--- src/rtl/packet_tick_gen.sv ---
// Multi-channel programmable tick generator: each channel pulses tick every N clocks
// (periodic or one-shot), holds a pending flag until acked and flags overruns.
module packet_tick_gen #(
  parameter int NUM_CH         = 4,
  parameter int WIDTH          = 32,
  parameter int DEFAULT_PERIOD = 50000000,
  parameter bit DEFAULT_EN     = 1'b1,
  localparam int CH_W          = (NUM_CH > 1) ? $clog2(NUM_CH) : 1
) (
  input  logic              clk,
  input  logic              rst,
  input  logic              cfg_we,
  input  logic [CH_W-1:0]   cfg_ch,
  input  logic [WIDTH-1:0]  cfg_period,
  input  logic              cfg_en,
  input  logic              cfg_oneshot,
  input  logic              restart,
  input  logic [NUM_CH-1:0] tick_ack,
  output logic [NUM_CH-1:0] tick,
  output logic [NUM_CH-1:0] tick_pending,
  output logic [NUM_CH-1:0] overrun
);

  localparam logic [WIDTH-1:0] DEF_P = WIDTH'(DEFAULT_PERIOD);

  for (genvar c = 0; c < NUM_CH; c++) begin : g_ch
    logic [WIDTH-1:0] cnt_q, cnt_d, period_q, period_d;
    logic             en_q, en_d, os_q, os_d;
    logic             tick_q, tick_d, pend_q, pend_d, ovr_q, ovr_d;
    logic             wr, active, hit, fire;

    // Out-of-range indices never match any channel, so such writes are dropped.
    assign wr     = cfg_we && (cfg_ch == CH_W'(c));
    assign active = en_q && (period_q != '0);
    assign hit    = active && (cnt_q == period_q - WIDTH'(1));
    assign fire   = hit && !restart && !wr;

    always_comb begin
      cnt_d    = cnt_q;
      period_d = period_q;
      en_d     = en_q;
      os_d     = os_q;
      tick_d   = 1'b0;
      pend_d   = pend_q;
      ovr_d    = ovr_q;
      if (wr) begin
        period_d = cfg_period;
        en_d     = cfg_en;
        os_d     = cfg_oneshot;
        cnt_d    = '0;
        pend_d   = 1'b0;
        ovr_d    = 1'b0;
      end
      if (restart) begin
        cnt_d = '0;
      end else if (!wr) begin
        if (hit) begin
          tick_d = 1'b1;
          cnt_d  = '0;
          if (os_q) en_d = 1'b0;
        end else if (active) begin
          cnt_d = cnt_q + WIDTH'(1);
        end
      end
      if (!wr) begin
        // A tick coinciding with an ack leaves pending set and is not an overrun.
        if (fire) begin
          pend_d = 1'b1;
          if (pend_q && !tick_ack[c]) ovr_d = 1'b1;
        end else if (tick_ack[c]) begin
          pend_d = 1'b0;
        end
      end
    end

    always_ff @(posedge clk or posedge rst) begin
      if (rst) begin
        cnt_q    <= '0;
        period_q <= DEF_P;
        en_q     <= DEFAULT_EN;
        os_q     <= 1'b0;
        tick_q   <= 1'b0;
        pend_q   <= 1'b0;
        ovr_q    <= 1'b0;
      end else begin
        cnt_q    <= cnt_d;
        period_q <= period_d;
        en_q     <= en_d;
        os_q     <= os_d;
        tick_q   <= tick_d;
        pend_q   <= pend_d;
        ovr_q    <= ovr_d;
      end
    end

    assign tick[c]         = tick_q;
    assign tick_pending[c] = pend_q;
    assign overrun[c]      = ovr_q;
  end

endmodule

--- config.mk ---
export PLATFORM = sky130hd
export DESIGN_NAME = packet_tick_gen
export DESIGN_NICKNAME = d
export VERILOG_FILES = /design/src/rtl/packet_tick_gen.sv
export SDC_FILE = /design/constraint.sdc
export NUM_CORES = 1
export LEC_CHECK = 0
export ABC_AREA = 1
export CORE_MARGIN = 3
export CORE_UTILIZATION = 45
export CTS_BUF_LIST = sky130_fd_sc_hd__clkbuf_16
export CTS_CLUSTER_SIZE = 40
export DETAILED_ROUTE_END_ITERATION = 16
export GPL_ROUTABILITY_DRIVEN = 1
export SLEW_MARGIN = 15
export SYNTH_ARGS = -nofsm -noshare
export SYNTH_HDL_FRONTEND = slang
export SYNTH_SLANG_ARGS = --single-unit
--- constraint.sdc ---
create_clock -name clk -period 17.1 [get_ports clk]
set_clock_uncertainty 0.1 [all_clocks]
set_input_delay 1.71 -clock clk [delete_from_list [all_inputs] [get_ports clk]]
set_output_delay 1.71 -clock clk [all_outputs]
set_load 0.01 [all_outputs]
## After elaboration in Yosys (flattened, before gate mapping)

Index checks and enable logic that the tools add are counted.

- Memory bits (read-only): 0
- Memories: 0
- Bits of input ports: 44
- Logic and storage cells: 165
- Register bits: 276
- Latch bits: 0
- RAM bits: 0
- Output and inout port bits: 12

- Add/subtract/negate cells: 8
- Bitwise logic cells: 0
- Multiplexer cells: 84
- Shift-type cells: 0
- Div/mod/pow operators: 0
- Magnitude comparators: 0
- Reduce and logical (&&, ||, !) cells: 38
- Multipliers: 0
- Equal/unequal tests: 7

Operators by type and width:

| cell | number |
|---|---|
| $mux W32 | 20 |
| $add A32 B1 Y32 const B | 4 |
| $eq A32 B32 Y1 | 4 |
| $reduce_bool A32 Y1 | 4 |
| $sub A32 B1 Y32 const B | 4 |
| $mux W1 | 64 |
| $logic_and A1 B1 Y1 | 24 |
| $logic_not A1 Y1 | 9 |
| $eq A2 B2 Y1 const B | 2 |
| $eq A2 B1 Y1 const B | 1 |
| $logic_not A2 Y1 | 1 |

## Depth between registers and ports, before layout

Gate-level depths: netlist (run 1).

- Word-level depth: 7
- Mapped depth: 18
- Gate-level depth less buffers: 17

## Worst setup path before layout (run 1)

No wires, ideal clock.

- Kind: input to register
- Start: input port cfg_ch[1]
- End: register g_ch[2].period_q[29]
- Library setup time: 0.133 ns
- Arrival time: 2.733 ns
- Path slack: 14.135 ns
- Buffers on the path: 2
- Stages on the path: 5
- Data required time: 16.867 ns
- Cells stage by stage: inv_1 -> nor3_1 -> clkbuf_1 -> clkbuf_1 -> o21ai_0

- Word-level cells in the longest chain between the ends: 2

RTL lines:

| what | line | RTL |
|---|---|---|
| start, declared | 13 | `input logic [CH_W-1:0] cfg_ch,` |
| $eq A2 B2 Y1 | 33 | `assign wr = cfg_we && (cfg_ch == CH_W'(c));` |
| $logic_and A1 B1 Y1 | 33 |  |
| end signal, assigned | 87 | `period_q <= period_d;` |
| end, declared | 27 | `logic [WIDTH-1:0] cnt_q, cnt_d, period_q, period_d;` |

No other way between the ends.
A chain may end at the register's enable or synchronous reset.

## Worst setup path after layout (run 1)

- Start: input port cfg_ch[1]
- End: register g_ch[2].cnt_q[15]

- Word-level cells in the longest chain between the ends: 7

RTL lines:

| what | line | RTL |
|---|---|---|
| $eq A2 B2 Y1 (*) | 33 |  |
| $logic_and A1 B1 Y1 (*) | 33 |  |
| $mux W32 | 46 | `if (wr) begin` |
| $mux W32 | 61 | `end else if (active) begin` |
| $mux W32 | 57 | `if (hit) begin` |
| $mux W32 (*) | 56 | `end else if (!wr) begin` |
| $mux W32 (*) | 54 | `if (restart) begin` |
| net g_ch[2].cnt_d[15] | 27 |  |
| end signal, assigned | 86 | `cnt_q <= cnt_d;` |
| end, declared | 27 |  |

Mark *: on every way through the listed nets, which the timed path passes. The rest lies on a longest branch.

==> summary.md, run 1 <==
| Metric | Value |
|---|---|
| Outcome | `finished, final reports clean` |
| Startpoint Class | `input port` |
| Buffers on Ports | `55` |
| Most used DFF post-synth | `dfrtp_1` |
| Critical hold path startpoint | `g_ch[1].period_q[1]` |
| Ratio of cells with drive above 1 in the final layout | `0.0617` |
| Post-CTS setup buffer count | `0` |
| Fin Setup TNS | `0 ps` |
| CTS Root Buffer Type | `clkbuf_16` |
| FP Rows | `74` |
| Worst vdd ir | `0.0628 mV` |
| Die area | `44500 um2` |
| Per-cell routed wire length | `16.5 um` |
| # Max-Cap Violations | `0` |
| EDFF count, synth | `0` |
| Max Slew Vio Count | `0` |
| Cell Area, Synth | `18900 um2` |
| HP Class | `reg -> reg` |
| Worst-skew pair later-pin latency | `560 ps` |
| Gp weighted congestion | `0.923` |
| Share of the yosys chip area belonging to registers | `0.369` |
| Finished Layout Cells | `3369` |
| Final ANT Viol Nets | `0` |
| Synthesized Nets | `2831` |
| Final worst-path cycle share | `0.212` |
| CTS Hold Buffers Added | `0` |
| Die Wd | `211 um` |
| Design area | `20800 um2` |
| Maximum clock path buffer count | `3` |
| Antenna violations before repair | `0` |
| Min Tclk post-route | `3620 ps` |
| Largest net degree at the start of global routing | `139` |
| CTS Buf Count | `35` |
| Syn Inst Count | `2775` |
| Ys async rst share | `1.00` |
| Count of unique library cells instantiated by Yosys | `44` |
| I/O pin count | `56` |
| CTS tree | `yes` |
| Core Util, Final | `0.506` |
| Post-DP HPWL | `43.3 mm` |
| Vias in the first global route | `17200` |
| Congestion Overflow GR | `0` |
| Global Route Usage Sum | `0.254` |
| P&R area growth vs syn | `10.3%` |
| Final worst setup slack | `13480 ps` |
| Antenna fix cells | `0` |
| Worst slew margin relative to its limit | `0.328` |
| Final setup vio count | `0` |
| DRT Pass-1 Iters | `5` |
| Endpoints failing hold | `0` |
| Vias per inst | `5.17` |
| # DRC | `0` |
| Yosys reg bits | `276` |
| R2R Path Start | `g_ch[2].period_q[0]` |
| First-pass GRT wire length | `90.0 mm` |
| Critical path required time | `17410 ps` |
| CTS Sinks | `276` |
| Placed cell area | `19800 um2` |
| DR vias | `17400` |
| Syn. warnings | `0` |
| Crit path from | `cfg_ch[1]` |
| Slew of the pin with the lowest slew margin | `1010 ps` |
| Critical path endpoint category | `flop` |
| Leak | `9.26 nW` |
| Die Y | `211 um` |
| Post-place setup slack | `12860 ps` |
| Wirelength, routed | `55.7 mm` |
| DRT iter0 DRCs | `1133` |
| Cells after DPL | `3305` |
| Fmax | `276 MHz` |
| Clock transition at path regs | `60 ps` |
| Htree depth | `2` |
| Crit path max fanout | `68` |
| Post-layout nets | `2866` |
| Initial core utilization | `0.459` |
| RSZ-0062 raised after global routing | `no` |
| # resized after CTS | `0` |
| Fin Hold WS | `393 ps` |
| Cell area power density | `92.4 nW/um2` |
| WS Path Type | `in -> reg` |
| Avg Cell Area, Syn | `6.80 um2` |
| WP data arrival | `3930 ps` |
| Pwr Total | `1.92 mW` |
| Core Footprint | `41100 um2` |
worst max-delay path: stages:
cell             delay [ps]
clkdlybuf4s50_1         540
inv_1                   100
nor3_2                  160
buf_4                   520
nor2_1                  210
nand2_2                 510
nor2_1                  110
synth_stat cells (all sizes together) (12+ instances only):
master | n | area (um2)
a21oi | 24 | 124
buf | 33 | 279
clkbuf | 31 | 116
dfrtp | 224 | 5610
dfstp | 52 | 1370
ha | 12 | 150
inv | 320 | 1200
nand2 | 762 | 2920
nand3 | 168 | 846
nand3b | 15 | 113
nand4 | 66 | 413
nor2 | 523 | 2090
nor3 | 65 | 350
nor4 | 18 | 113
o21ai | 207 | 1040
xnor2 | 57 | 499
xor2 | 157 | 1380
registers in the layout (all words and copies together) (netlist names):
register / flops
g_ch.period_q: 128
g_ch.en_q: 4
g_ch.ovr_q: 4
g_ch.pend_q: 4
g_ch.tick_q: 4
g_ch.os_q: 4
g_ch.cnt_q: 128
routing by layer:
layer | wire length, um | global-route usage | vias to the layer above
li1 | - | - | 8830
met1 | 24900 | 0.339 | 8148
met2 | 26300 | 0.428 | 367
met3 | 3270 | 0.0456 | 80
met4 | 1220 | 0.0704 | 0
met5 | 0 | 0 | -
logic make-up after synthesis:
family                     Yosys count  synth area share
buffers and inverters              385            0.0848
DFF                                276             0.369
muxes                                1          0.000530
adders and majority gates           12           0.00795
AOI/OAI and AO/OA                  249            0.0685
xor gates and xnor gates           214            0.0993
and+or+nand+nor                   1638             0.370
worst paths after layout:
check                                       to  slack, ps  cells past startpoint
max                          g_ch[2].cnt_q[15]      13480                      7
min reg2reg                g_ch[1].period_q[1]        390                      2
min in group asynchronous    g_ch[1].cnt_q[12]       1660                      2
max in group asynchronous    g_ch[0].cnt_q[21]      13570                      3
min                        g_ch[1].period_q[1]        390                      2
max reg2reg                  g_ch[2].cnt_q[15]      13760                     14
layout make-up:
| cell class | count | area [um2] |
|---|---|---|
| fill | 4202 | 20300 |
| multi-input combinational | 2114 | 10300 |
| sequential | 276 | 6970 |
| inverter | 321 | 1210 |
| clock buffer | 36 | 901 |
| tap | 532 | 666 |
| timing repair buffer | 62 | 603 |
| clock inverter | 28 | 135 |
cells in the final DEF, fill, tap and decap left out, types with 8 or more instances in the layout:
cell	count
dfrtp_1	224
nor3_1	58
nor4_1	18
xor2_1	157
clkinv_1	9
inv_1	327
o21ai_1	14
nand2_1	744
dfstp_2	52
nand4_1	66
clkdlybuf4s50_1	55
nand2_2	16
nor2_2	19
o21bai_1	8
xnor2_1	57
nor2_4	11
a21oi_1	23
ha_1	12
nor2_1	493
clkbuf_16	36
nand3_1	165
nand3b_1	15
o21ai_0	193
power breakdown:
part	internal, mW	leakage [nW]	switching [mW]
Combinational	0.150	5.18	0.289
Sequential	0.725	3.54	0.0802
Clock	0.382	0.548	0.297
Total	1.26	9.26	0.667
No activity file was read; power rests on OpenSTA's default activity.
==> run 2, diff against run 1 <==
- clock period: 17.1 -> 3.7 ns (I/O delays scaled with it)
==> summary.md, run 2 (synthesis gave the netlist of run 1 again) <==
| Metric | Value |
|---|---|
| Buffers on Ports | `55` |
| Outcome | `finished, final reports clean` |
| Post-CTS setup buffer count | `0` |
| Antenna violations before repair | `0` |
| P&R area growth vs syn | `10.8%` |
| Ratio of cells with drive above 1 in the final layout | `0.0644` |
| Vias in the first global route | `17100` |
| CTS Buf Count | `35` |
| DR vias | `17700` |
| WP data arrival | `3400 ps` |
| Final ANT Viol Nets | `0` |
| Pwr Total | `9.02 mW` |
| Die area | `44500 um2` |
| Max stage delay on crit path | `470 ps` |
| Critical path required time | `4000 ps` |
| Endpoints failing hold | `0` |
| Regs by FF count | `g_ch.cnt_q x128, g_ch.period_q x128` |
| # DRC | `0` |
| FP Rows | `74` |
| Final setup vio count | `0` |
| DRT iter0 DRCs | `1310` |
| Cell Chain, Critical Path | `inv_1 -> ha_1 -> nand2_2 -> nor2_4 -> nand2_1 -> o21ai_1 -> nand2_1 -> nand2_1 -> and2_1 -> nand3_1 -> nor3_2 -> nand2_1 -> nand2_2 -> nor2_1` |
| Per-cell routed wire length | `17.0 um` |
| Max Slew Vio Count | `0` |
| Most used cell, CP | `nand2_1` |
| Fmax | `322 MHz` |
| Vias per inst | `5.24` |
| Maximum clock path buffer count | `3` |
| Gp weighted congestion | `0.933` |
| Fin Setup TNS | `0 ps` |
| Startpoint Class | `flop` |
| CTS Sinks | `276` |
| I/O pin count | `56` |
| Commonest non-fill, non-tap cell in the layout | `nand2_1` |
| CTS Root Buffer Type | `clkbuf_16` |
| RSZ-0062 raised after global routing | `no` |
| CTS Hold Buffers Added | `0` |
| CTS tree | `yes` |
| Worst-skew pair later-pin latency | `550 ps` |
| Core Footprint | `41100 um2` |
| Post-DP HPWL | `44.9 mm` |
| # Max-Cap Violations | `0` |
| Critical path endpoint category | `flop` |
| Initial core utilization | `0.459` |
| Crit-path slowest cell | `nand2_2` |
| Wirelength, routed | `57.3 mm` |
| Post-layout nets | `2872` |
| Die Y | `211 um` |
| DRT Pass-1 Iters | `6` |
| Min Tclk post-route | `3110 ps` |
| Clock transition at path regs | `60 ps` |
| Worst slew margin relative to its limit | `0.386` |
| Most frequent cells in the layout | `nand2_1 (744), nor2_1 (493), inv_1 (321)` |
| Worst vdd ir | `0.325 mV` |
| Cell area power density | `431 nW/um2` |
| Leak | `9.29 nW` |
| # resized after CTS | `0` |
| Largest net degree at the start of global routing | `115` |
| Crit path max fanout | `31` |
| Final worst-path cycle share | `0.839` |
| Antenna fix cells | `0` |
| Congestion Overflow GR | `0` |
| Global Route Usage Sum | `0.259` |
| Htree depth | `2` |
| First-pass GRT wire length | `91.6 mm` |
| WS Path Type | `reg -> reg` |
| Slew of the pin with the lowest slew margin | `920 ps` |
| Die Wd | `211 um` |
| HP Class | `in -> async` |
[run 2: changes by cell type in the layout (fill, tap and decap cells not counted), sizes merged]
cell,before,now
inv,331,323
buf,7,13
clkinv,17,20
clkinvlp,1,3
bufinv,0,1
clkbuf,36,37
[run 2: critical path, delay by kind of cell, from the launching register on]
family,cells,cell delay [ps]
and+or+nand+nor,11,1890
buffers and inverters,1,120
DFF,1,380
adders and majority gates,1,240
AOI/OAI and AO/OA,1,210
[run 2: layout make-up]
class                      count  area (um2)
tap                          532         666
fill                        4183       20200
inverter                     321        1210
sequential                   276        6970
clock buffer                  37         926
timing repair buffer          68         686
clock inverter                26         141
multi-input combinational   2114       10300
[run 2: where the power goes]
| group | switching [mW] | leakage [nW] | total [mW] | internal, mW |
|---|---|---|---|---|
| combinational | 1.36 | 5.21 | 2.07 | 0.708 |
| clock | 1.36 | 0.540 | 3.23 | 1.87 |
| sequential | 0.366 | 3.54 | 3.72 | 3.35 |
[run 2: final timing paths]
check                                     from                  end  slack (ps)  cells after the start
setup / recovery           g_ch[2].period_q[0]     g_ch[2].cnt_q[3]         590                     14
hold / removal                             rst     g_ch[1].cnt_q[9]          80                      2
setup reg to reg           g_ch[2].period_q[0]     g_ch[2].cnt_q[3]         590                     14
hold reg to reg                   g_ch[1].os_q         g_ch[1].os_q         380                      2
max in group asynchronous                  rst    g_ch[3].cnt_q[31]        2470                      3
min in group clk                 cfg_period[7]  g_ch[2].period_q[7]         280                      3
[run 2: metal layers]
layer / part of all wire / wire length [um] / global-route usage
met5: 0 / 0 / 0
met4: 0.026 / 1500 / 0.0769
met1: 0.45 / 26100 / 0.358
met2: 0.46 / 26600 / 0.426
met3: 0.055 / 3130 / 0.0370
[run 2: stage by stage]
step	util	worst slack (ps)	hold WS [ps]	std cells	cell area, um2
after floorplan	-	-379	343	2775	18900
after global placement	0.483	698	369	3311	19900
after detailed placement	0.483	615	375	3311	19900
after CTS	0.509	582	70.9	3374	20900
after global routing	0.509	82.2	126	3374	20900
final	0.509	595	83.6	3374	20900
